===== config.mk =====
export PLATFORM = sky130hd
export DESIGN_NAME = dht11_request_sequencer
export DESIGN_NICKNAME = d
export VERILOG_FILES = /design/src/rtl/dht11_pkg.sv /design/src/rtl/dht11_cycle_timer.sv /design/src/rtl/dht11_request_sequencer.sv
export SDC_FILE = /design/constraint.sdc
export NUM_CORES = 1
export LEC_CHECK = 0
export ABC_CLOCK_PERIOD_IN_PS = 1930
export CORE_ASPECT_RATIO = 0.9
export CORE_MARGIN = 10
export CORE_UTILIZATION = 35
export CTS_CLUSTER_DIAMETER = 100
export DETAILED_ROUTE_END_ITERATION = 12
export REMOVE_ABC_BUFFERS = 1
export SYNTH_ARGS = -nofsm -noshare
export SYNTH_HDL_FRONTEND = slang
export SYNTH_SLANG_ARGS = --single-unit

===== constraint.sdc =====
create_clock -name clock -period 1.93 [get_ports clock]
set_input_delay 0.386 -clock clock [delete_from_list [all_inputs] [get_ports clock]]
set_output_delay 0.386 -clock clock [all_outputs]
set_load 0.1 [all_outputs]

===== src/rtl/dht11_pkg.sv =====
// Shared codes, state encoding and response helpers for the DHT11 request sequencer.
package dht11_pkg;

  localparam int CNT_W = 32;

  localparam logic [7:0] REQ_STATUS    = 8'h00;
  localparam logic [7:0] REQ_HUM       = 8'h01;
  localparam logic [7:0] REQ_TEMP      = 8'h02;
  localparam logic [7:0] REQ_CONT_HUM  = 8'h03;
  localparam logic [7:0] REQ_CONT_TEMP = 8'h04;
  localparam logic [7:0] REQ_STOP_HUM  = 8'h05;
  localparam logic [7:0] REQ_STOP_TEMP = 8'h06;

  localparam logic [7:0] RSP_OK       = 8'h07;
  localparam logic [7:0] RSP_HUM      = 8'h08;
  localparam logic [7:0] RSP_TEMP     = 8'h09;
  localparam logic [7:0] RSP_HUM_OFF  = 8'h0A;
  localparam logic [7:0] RSP_TEMP_OFF = 8'h0B;
  localparam logic [7:0] RSP_ERR      = 8'h1F;
  localparam logic [7:0] RSP_INVALID  = 8'hEF;
  localparam logic [7:0] RSP_NODATA   = 8'h00;

  localparam logic [7:0] SENSOR_RUN    = 8'h01;
  localparam logic [7:0] SENSOR_FREEZE = 8'h00;

  typedef enum logic [2:0] {
    ST_IDLE,
    ST_RST_SENSOR,
    ST_MEASURE,
    ST_SEND_CODE,
    ST_SEND_VALUE,
    ST_CONT_WAIT
  } state_e;

  typedef enum logic [1:0] {
    KIND_STATUS,
    KIND_HUM,
    KIND_TEMP
  } kind_e;

  function automatic logic [7:0] ok_code(input kind_e k);
    case (k)
      KIND_HUM:  return RSP_HUM;
      KIND_TEMP: return RSP_TEMP;
      default:   return RSP_OK;
    endcase
  endfunction

endpackage


===== src/rtl/dht11_cycle_timer.sv =====
// Free-running cycle counter with synchronous clear and a programmable terminal value.
module dht11_cycle_timer #(
  parameter int W = 32
) (
  input  logic         clk_i,
  input  logic         rst_ni,
  input  logic         clr_i,
  input  logic         en_i,
  input  logic [W-1:0] last_i,
  output logic [W-1:0] count_o,
  output logic         expire_o
);

  logic [W-1:0] cnt_q, cnt_d;

  always_comb begin
    cnt_d = cnt_q;
    if (clr_i)     cnt_d = '0;
    else if (en_i) cnt_d = cnt_q + 1'b1;
  end

  always_ff @(posedge clk_i or negedge rst_ni) begin
    if (!rst_ni) cnt_q <= '0;
    else         cnt_q <= cnt_d;
  end

  assign count_o  = cnt_q;
  assign expire_o = (cnt_q == last_i);

endmodule


===== src/rtl/dht11_request_sequencer.sv =====
// Turns single request bytes into DHT11 measurements and (code, value) response pairs,
// including periodic reads; all outputs are registered decodes of the next state.
module dht11_request_sequencer
  import dht11_pkg::*;
#(
  parameter int unsigned TIMEOUT_CYCLES = 100_000_000,
  parameter int unsigned PERIOD_CYCLES  = 100_000_000,
  parameter int unsigned SETTLE_CYCLES  = 2
) (
  input  logic       clock,
  input  logic       reset,
  input  logic       cmd_valid,
  input  logic [7:0] cmd_code,
  output logic       cmd_ready,
  output logic [7:0] sensor_enable,
  output logic       sensor_reset,
  input  logic       sensor_done,
  input  logic [7:0] hum_int,
  input  logic [7:0] temp_int,
  output logic       tx_valid,
  output logic [7:0] tx_data,
  input  logic       tx_ready
);

  localparam logic [CNT_W-1:0] TMO_LAST = CNT_W'(TIMEOUT_CYCLES - 1);
  localparam logic [CNT_W-1:0] PER_LAST = CNT_W'(PERIOD_CYCLES - 1);
  localparam logic [CNT_W-1:0] SETTLE   = CNT_W'(SETTLE_CYCLES);

  state_e     state_q, state_d;
  kind_e      kind_q, kind_d;
  logic       cont_q, cont_d, cont_temp_q, cont_temp_d;
  logic [7:0] code_q, code_d, val_q, val_d;

  logic       cmd_ready_q, sensor_reset_q, tx_valid_q;
  logic [7:0] sensor_enable_q, tx_data_q;

  logic             tmr_clr, tmr_en, tmr_expire;
  logic [CNT_W-1:0] tmr_last, tmr_cnt;
  logic             cmd_fire, stop_match;

  assign cmd_fire   = cmd_valid & cmd_ready_q;
  assign stop_match = cont_temp_q ? (cmd_code == REQ_STOP_TEMP) : (cmd_code == REQ_STOP_HUM);

  // One timer serves both the measurement timeout and the continuous-read period.
  dht11_cycle_timer #(.W(CNT_W)) u_timer (
    .clk_i    (clock),
    .rst_ni   (reset),
    .clr_i    (tmr_clr),
    .en_i     (tmr_en),
    .last_i   (tmr_last),
    .count_o  (tmr_cnt),
    .expire_o (tmr_expire)
  );

  always_comb begin
    state_d     = state_q;
    kind_d      = kind_q;
    cont_d      = cont_q;
    cont_temp_d = cont_temp_q;
    code_d      = code_q;
    val_d       = val_q;
    tmr_clr     = 1'b0;
    tmr_en      = 1'b0;
    tmr_last    = TMO_LAST;
    unique case (state_q)
      ST_IDLE: begin
        tmr_clr = 1'b1;
        if (cmd_fire) begin
          state_d = ST_RST_SENSOR;
          case (cmd_code)
            REQ_STATUS: kind_d = KIND_STATUS;
            REQ_HUM:    kind_d = KIND_HUM;
            REQ_TEMP:   kind_d = KIND_TEMP;
            REQ_CONT_HUM: begin
              kind_d      = KIND_HUM;
              cont_d      = 1'b1;
              cont_temp_d = 1'b0;
            end
            REQ_CONT_TEMP: begin
              kind_d      = KIND_TEMP;
              cont_d      = 1'b1;
              cont_temp_d = 1'b1;
            end
            default: begin
              state_d = ST_SEND_CODE;
              code_d  = RSP_INVALID;
              val_d   = RSP_NODATA;
            end
          endcase
        end
      end
      ST_RST_SENSOR: begin
        tmr_clr = 1'b1;
        state_d = ST_MEASURE;
      end
      ST_MEASURE: begin
        tmr_en = 1'b1;
        // Done beats timeout; leaving clears the timer so CONT_WAIT starts a fresh period.
        if (sensor_done && (tmr_cnt >= SETTLE)) begin
          tmr_clr = 1'b1;
          state_d = ST_SEND_CODE;
          code_d  = ok_code(kind_q);
          case (kind_q)
            KIND_HUM:  val_d = hum_int;
            KIND_TEMP: val_d = temp_int;
            default:   val_d = RSP_NODATA;
          endcase
        end else if (tmr_expire) begin
          tmr_clr = 1'b1;
          state_d = ST_SEND_CODE;
          code_d  = RSP_ERR;
          val_d   = RSP_NODATA;
          cont_d  = 1'b0;
        end
      end
      ST_SEND_CODE: begin
        if (tx_ready) state_d = ST_SEND_VALUE;
      end
      ST_SEND_VALUE: begin
        if (tx_ready) state_d = cont_q ? ST_CONT_WAIT : ST_IDLE;
      end
      ST_CONT_WAIT: begin
        tmr_last = PER_LAST;
        // A command freezes the period count so an invalid request does not shift the schedule.
        if (cmd_fire) begin
          state_d = ST_SEND_CODE;
          val_d   = RSP_NODATA;
          if (stop_match) begin
            cont_d = 1'b0;
            code_d = cont_temp_q ? RSP_TEMP_OFF : RSP_HUM_OFF;
          end else begin
            code_d = RSP_INVALID;
          end
        end else begin
          tmr_en = 1'b1;
          if (tmr_expire) state_d = ST_RST_SENSOR;
        end
      end
      default: state_d = ST_IDLE;
    endcase
  end

  always_ff @(posedge clock or negedge reset) begin
    if (!reset) begin
      state_q         <= ST_IDLE;
      kind_q          <= KIND_STATUS;
      cont_q          <= 1'b0;
      cont_temp_q     <= 1'b0;
      code_q          <= RSP_NODATA;
      val_q           <= RSP_NODATA;
      cmd_ready_q     <= 1'b0;
      sensor_enable_q <= SENSOR_FREEZE;
      sensor_reset_q  <= 1'b0;
      tx_valid_q      <= 1'b0;
      tx_data_q       <= RSP_NODATA;
    end else begin
      state_q         <= state_d;
      kind_q          <= kind_d;
      cont_q          <= cont_d;
      cont_temp_q     <= cont_temp_d;
      code_q          <= code_d;
      val_q           <= val_d;
      cmd_ready_q     <= (state_d == ST_IDLE) || (state_d == ST_CONT_WAIT);
      sensor_enable_q <= ((state_d == ST_RST_SENSOR) || (state_d == ST_MEASURE)) ?
                         SENSOR_RUN : SENSOR_FREEZE;
      sensor_reset_q  <= (state_d == ST_RST_SENSOR);
      tx_valid_q      <= (state_d == ST_SEND_CODE) || (state_d == ST_SEND_VALUE);
      tx_data_q       <= (state_d == ST_SEND_CODE)  ? code_d :
                         (state_d == ST_SEND_VALUE) ? val_d  : RSP_NODATA;
    end
  end

  assign cmd_ready     = cmd_ready_q;
  assign sensor_enable = sensor_enable_q;
  assign sensor_reset  = sensor_reset_q;
  assign tx_valid      = tx_valid_q;
  assign tx_data       = tx_data_q;

endmodule


---- Word level (Yosys, flattened, before mapping) ----
Cells that the tools add are included.
operators by class
  add/sub/neg operators ................... 1
  order comparisons ....................... 1
  equal/unequal tests ..................... 25
  muxes and demuxes ....................... 46
  bitwise operators ....................... 1
  reductions and logical operators ........ 19
operators with widths
  operator                                               number
  two-way mux 8 bit                                      13
  two-way mux 32 bit                                     2
  case mux 8 bit (3 select lines)                        2
  adder 32 x 1 -> 32 bit, second input constant          1
  equality test 32 x 27 -> 1 bit, second input constant  1
  >= comparator 32 x 2 -> 1 bit, second input constant   1
  equality test 8 x 3 -> 1 bit, second input constant    3
  two-way mux 3 bit                                      8
  case mux 3 bit (6 select lines)                        1
  equality test 8 x 2 -> 1 bit, second input constant    2
  case mux 8 bit (2 select lines)                        1
  equality test 3 x 2 -> 1 bit, second input constant    4
  equality test 3 bit, second input constant             4
  two-way mux 1 bit                                      12
  != test 2 bit, second input constant                   6
  equality test 8 x 1 -> 1 bit, second input constant    1
  logical NOT 8 bit                                      1
  case mux 4 bit (2 select lines)                        1
  OR reduction 2 bit                                     4
  AND reduction 7 bit                                    1
  equality test 3 x 1 -> 1 bit, second input constant    2
  logical NOT 3 bit                                      2
  case mux 1 bit (2 select lines)                        3
  case mux 2 bit (3 select lines)                        1
  11 further kinds                                       16
storage, ports and cells
  flip-flop bits (word level) ............. 67
  input port bits ......................... 29
  logic and storage cells ................. 105

---- Depth between registers and ports, before layout ----
  depth after elaboration ................. 8
  gate-level depth with buffers ........... 9
  depth with buffers taken out ............ 8

---- Cells and area by module ----
From an unflattened synthesis, not the netlist that was laid out.
unflattened totals
  cell total of the unflattened synthesis .. 453
  area total of the unflattened synthesis .. 4,241.6 um^2
by module, submodules not included
  module                   instances  cells an instance  area each (um^2)
  dht11_request_sequencer  1          225                2,154.6
  dht11_cycle_timer        1          228                2,087.0

---- Least setup slack after synthesis ----
OpenSTA, ideal clock, no wires.
  path kind ............................... reg2reg
  start point ............................. reg cmd_ready_q (netlist: cmd_ready)
  end point ............................... reg tx_data_q[1] (netlist: tx_data[1])
  setup time .............................. 0.121 ns
  data arrival time ....................... 2.313 ns
  setup slack ............................. -0.504 ns
  stages on the path, launching flop included .. 7
  path buffers ............................ 0
  cell sequence ........................... dfrtp_1 nand2_1 a31oi_1 o21ai_0 a32o_2 a22o_1 a22o_1
RTL lines
  item                                         line                                                           RTL
  start: declaration                           dht11_request_sequencer.sv:34                                  logic cmd_ready_q, sensor_reset_q, tx_valid_q;
  start signal: assignment                     dht11_request_sequencer.sv:163                                 cmd_ready_q <= (state_d == ST_IDLE) || (state_d == ST_CONT_WAIT);
  bitwise AND 1 bit *                          dht11_request_sequencer.sv:41                                  assign cmd_fire = cmd_valid & cmd_ready_q;
  two-way mux 8 bit, on equally long branches  dht11_request_sequencer.sv:125, dht11_request_sequencer.sv:68
  case mux 8 bit (3 select lines) *            dht11_request_sequencer.sv:65                                  unique case (state_q)
  via val_d[1]                                 dht11_request_sequencer.sv:32                                  logic [7:0] code_q, code_d, val_q, val_d;
  two-way mux 8 bit *                          dht11_request_sequencer.sv:169                                 (state_d == ST_SEND_VALUE) ? val_d : RSP_NODATA;
  two-way mux 8 bit *                          dht11_request_sequencer.sv:168                                 tx_data_q <= (state_d == ST_SEND_CODE) ? code_d :
  end signal: assignment                       dht11_request_sequencer.sv:168
  end: declaration                             dht11_request_sequencer.sv:35                                  logic [7:0] sensor_enable_q, tx_data_q;
Mark *: on every way through the listed nets, which the timed path passes. The rest lies on a longest branch.
A chain may end at the register's enable or synchronous reset.

---- Worst setup path after layout ----
  start point ............................. in cmd_code[7]
  end point ............................... reg tx_data_q[2] (netlist: tx_data[2])
between the ends
  cells in the longest elaborated chain, start to end .. 8
RTL lines
  item                                                        line                            RTL
  start: declaration                                          dht11_request_sequencer.sv:13   input logic [7:0] cmd_code,
  equality test 8 x 3 -> 1 bit, or another cell as far along  dht11_request_sequencer.sv:70   case (cmd_code)
  OR reduction 5 bit (no line) *                              -
  two-way mux 2 bit *                                         dht11_request_sequencer.sv:70
  two-way mux 3 bit *                                         dht11_request_sequencer.sv:68   if (cmd_fire) begin
  case mux 3 bit (6 select lines) *                           dht11_request_sequencer.sv:65
  via state_d[1]                                              dht11_request_sequencer.sv:29   state_e state_q, state_d;
  equality test 3 bit                                         dht11_request_sequencer.sv:169
  two-way mux 8 bit                                           dht11_request_sequencer.sv:169
  two-way mux 8 bit *                                         dht11_request_sequencer.sv:168
Marked as above.

==> flow_summary_export.csv <==
group,metric,value,unit
synthesis,async_flop_share,1.00,
detailed_routing,drc,0,
global_route,grt_overflow_total,0,
global_route,gr-usage-met1,0.188,
sta,finalWorstSetupSlack,-159,ps
floorplan,start_util,0.357,
floorplan,coreArea,0.0102,mm²
synthesis,ys_seq_elements,67,
final_layout,antennaDiodeCount,0,
setup_path,cp.arrival,2300,ps
pwr,internal_power,0.00464,W
job,cap_viol_max_count,0,
global_route,grt_pass1_vias,3580,
floorplan,io_pins,48,
sta,worstMarginPinSlew,558,ps
synthesis,synth_enable_flop_cells,0,
final_layout,final_cell_mix,"111 x buf_4, 66 x dfrtp_1, 53 x nor2_1, 29 x nand2_1, 25 x clkdlybuf4s50_1",
final_layout,multi_input_area,0.00213,mm²
pwr,power_leakage,2.66,nW
global_route,grt-busiest-layer,"met2",
final_layout,final_common_cell,"buf_4",
setup_path,cp-end-kind,"flop",
final_layout,area_delta_synth_final,54.0,%
global_route,use_met2,0.226,
setup_path,path_cells,"clkdlybuf4s50_1 -> nor4_4 -> a31oi_2 -> o31a_1 -> and2_4 -> or2_4 -> a22o_1",
setup_path,crit_path_start_kind,"primary input",
sta,finalMaxSlewViolations,0,
hold_path,hold_path.class,"in -> async",
global_route,grt_max_degree,44,
global_route,antenna_found_initial,0,
clock_tree,clk_pin_slew,50,ps
sta,fin_hold_ws,44.5,ps
setup_path,crit_fanout,5,
detailed_routing,vias,3403,
pwr,combinationalPowerShare,0.534,
floorplan,die_y,117,µm
pwr,p_clk_frac,0.223,
setup_path,crit_cells,7,
global_route,use_met3,0.0365,
clock_tree,cts-root-buf,"clkbuf_16",
setup_path,crit_path_max_incr_delay,430,ps
setup_path,crit_start,"cmd_code[7]",
sta,hold_violations,0,
final_layout,drive_above_1_share,0.378,
clock_tree,cts.sinks,67,
setup_path,cpMaxStageDelayCell,"clkdlybuf4s50_1",
pwr,power_frac_seq,0.243,
synthesis,ys_types,57,
clock_tree,numCtsBuffers,9,
synthesis,synthesis.area,0.00366,mm²
setup_path,path_class,"in -> reg",
clock_tree,cts_tree,"yes",
final_layout,regArea,0.00168,mm²
sta,slew-limit-headroom,0.628,
sta,period_minus_slack,2090,ps
run_status,violations,"negative setup slack",
sta,rsz0062_at_grt,"true",
global_route,grt_pass1_wl,17600,µm
detailed_routing,postRouteAntennaNets,0,
synthesis,syn_inst,383,
synthesis,ys_warn_count,0,
placed_design,port_buffers,40,
global_route,grt_usage,0.144,
detailed_routing,drt-total-wl,10800,µm
pwr,peakVddDrop,0.794,mV
setup_path,rr_startpoint,"u_timer.count_o[30]$_DFFE_PN0P_",
floorplan,fp-row-count,35,
clock_tree,cts_htree_levels,3,
setup_path,worst-path-buf-inv,1,
floorplan,dieArea,0.0149,mm²
sta,clock.fmax,479,MHz
placed_design,dp_hpwl,7620,µm
setup_path,cp_top_family,"compound AO/OA/AOI/OAI gates",
synthesis,ys_seq_area_frac,0.458,
final_layout,final_cells,664,
detailed_routing,viasPerCell,5.13,
placed_design,post-place-cells,629,
run_status,status,"complete, but fails checks",
synthesis,ys.flop_type,"dfrtp_1",
setup_path,worstRegToRegCells,6,
sta,setup_viol,47,
pwr,p_switching,0.00320,W
setup_path,required,2140,ps
sta,fin_crit_sh,1.08,
floorplan,die_w,128,µm
clock_tree,worst_skew_pair.late_latency,330,ps
sta,fin_skew,5.98,ps
setup_path,rrSetupSlack,-160,ps
placed_design,gp_congestion,0.895,
final_layout,fill_cells,891,
pwr,power.density,1390,mW/mm²
detailed_routing,drt-wirelength-per-cell,16.3,µm
setup_path,reg2reg_to,"tx_data[1]$_DFF_PN0_",
detailed_routing,drt-initial-drc-count,224,
synthesis,avgSynthCellArea,9.55,µm²
final_layout,nets,565,
clock_tree,clock_path_buffers,2,
pwr,power_switching_share,0.408,
detailed_routing,firstDrtPassIters,4,
[logic make-up after synthesis]
logic type / synth area share
adder cells (fa/ha/maj): 0.0171
AO/OA/AOI/OAI: 0.170
other: 0.00103
AND/OR/NAND/NOR: 0.230
buffers and inverters: 0.0499
XOR/XNOR: 0.0742
flip-flops: 0.458
[Yosys cell counts, drive strengths merged, types with 8 or more instances]
| master | instances | area (µm²) |
|---|---|---|
| dfrtp | 67 | 1680 |
| nor2 | 56 | 213 |
| nand2 | 33 | 124 |
| xor2 | 22 | 193 |
| a22o | 18 | 158 |
| buf | 16 | 104 |
| inv | 16 | 60.1 |
| nand3 | 13 | 65.1 |
| o21ai | 13 | 65.1 |
| nor4 | 12 | 120 |
| xnor2 | 9 | 78.8 |
| a21oi | 8 | 40.0 |
| nand4 | 8 | 50.1 |
[stage by stage]
stage               cell area [µm²]  setup WS (ps)   util  setup TNS (ps)  total power, W
finish                         5630           -159  0.550           -4540         0.00784
global route                   5630           -252  0.550           -9140         0.00826
CTS                            5440           -163  0.530           -4200         0.00754
detailed placement             4820           -638  0.470          -20750         0.00529
global placement               4820           -662  0.470          -19540         0.00525
floorplan                      3560           -504      -          -15540         0.00387
[repair_timing]
action                     in CTS  in global routing
setup endpoints to repair      65                 64
gates cloned                    0                  0
hold buffers                    0                  0
resized for setup              44                 36
pin swaps                      18                 21
setup buffers                  14                  7
[power by group through the flow]
stage	logic, W	registers, W	clock network [W]
after global routing	0.00448	0.00194	0.00185
after global placement	0.00335	0.00190	0
after floorplan	0.00130	0.00257	0
final	0.00419	0.00190	0.00175
after detailed placement	0.00339	0.00190	0
after CTS	0.00386	0.00190	0.00178
[cell type report]
cell class,instances,area share
Clock inverter,5,0.0138
Sequential cell,67,0.298
Tap cell,129,0.0286
Timing Repair Buffer,152,0.228
Inverter,16,0.0107
Multi-Input combinational cell,285,0.378
Clock buffer,10,0.0424
[sequential cells by signal, summed over array words and instances (netlist names), 2 cells and up]
signal           cells
code_q               8
kind_q               2
state_q              3
tx_data              8
u_timer.count_o     32
val_q                8
[per-layer routing]
| metal | share of wire | up-vias |
|---|---|---|
| li1 | - | 1668 |
| met1 | 0.46 | 1644 |
| met2 | 0.47 | 76 |
| met3 | 0.052 | 15 |
| met4 | 0.018 | 0 |
| met5 | 0 | - |
[how the worst max path moves through the flow]
stage	slack [ps]	to
floorplan	-500	tx_data[1]$_DFF_PN0_
global placement	-660	sensor_enable[0]$_DFF_PN0_
detailed placement	-640	sensor_enable[0]$_DFF_PN0_
CTS	-160	tx_data[6]$_DFF_PN0_
global route	-250	tx_data[1]$_DFF_PN0_
finish	-160	tx_data[2]$_DFF_PN0_
Power figures use the tool's default switching activity.
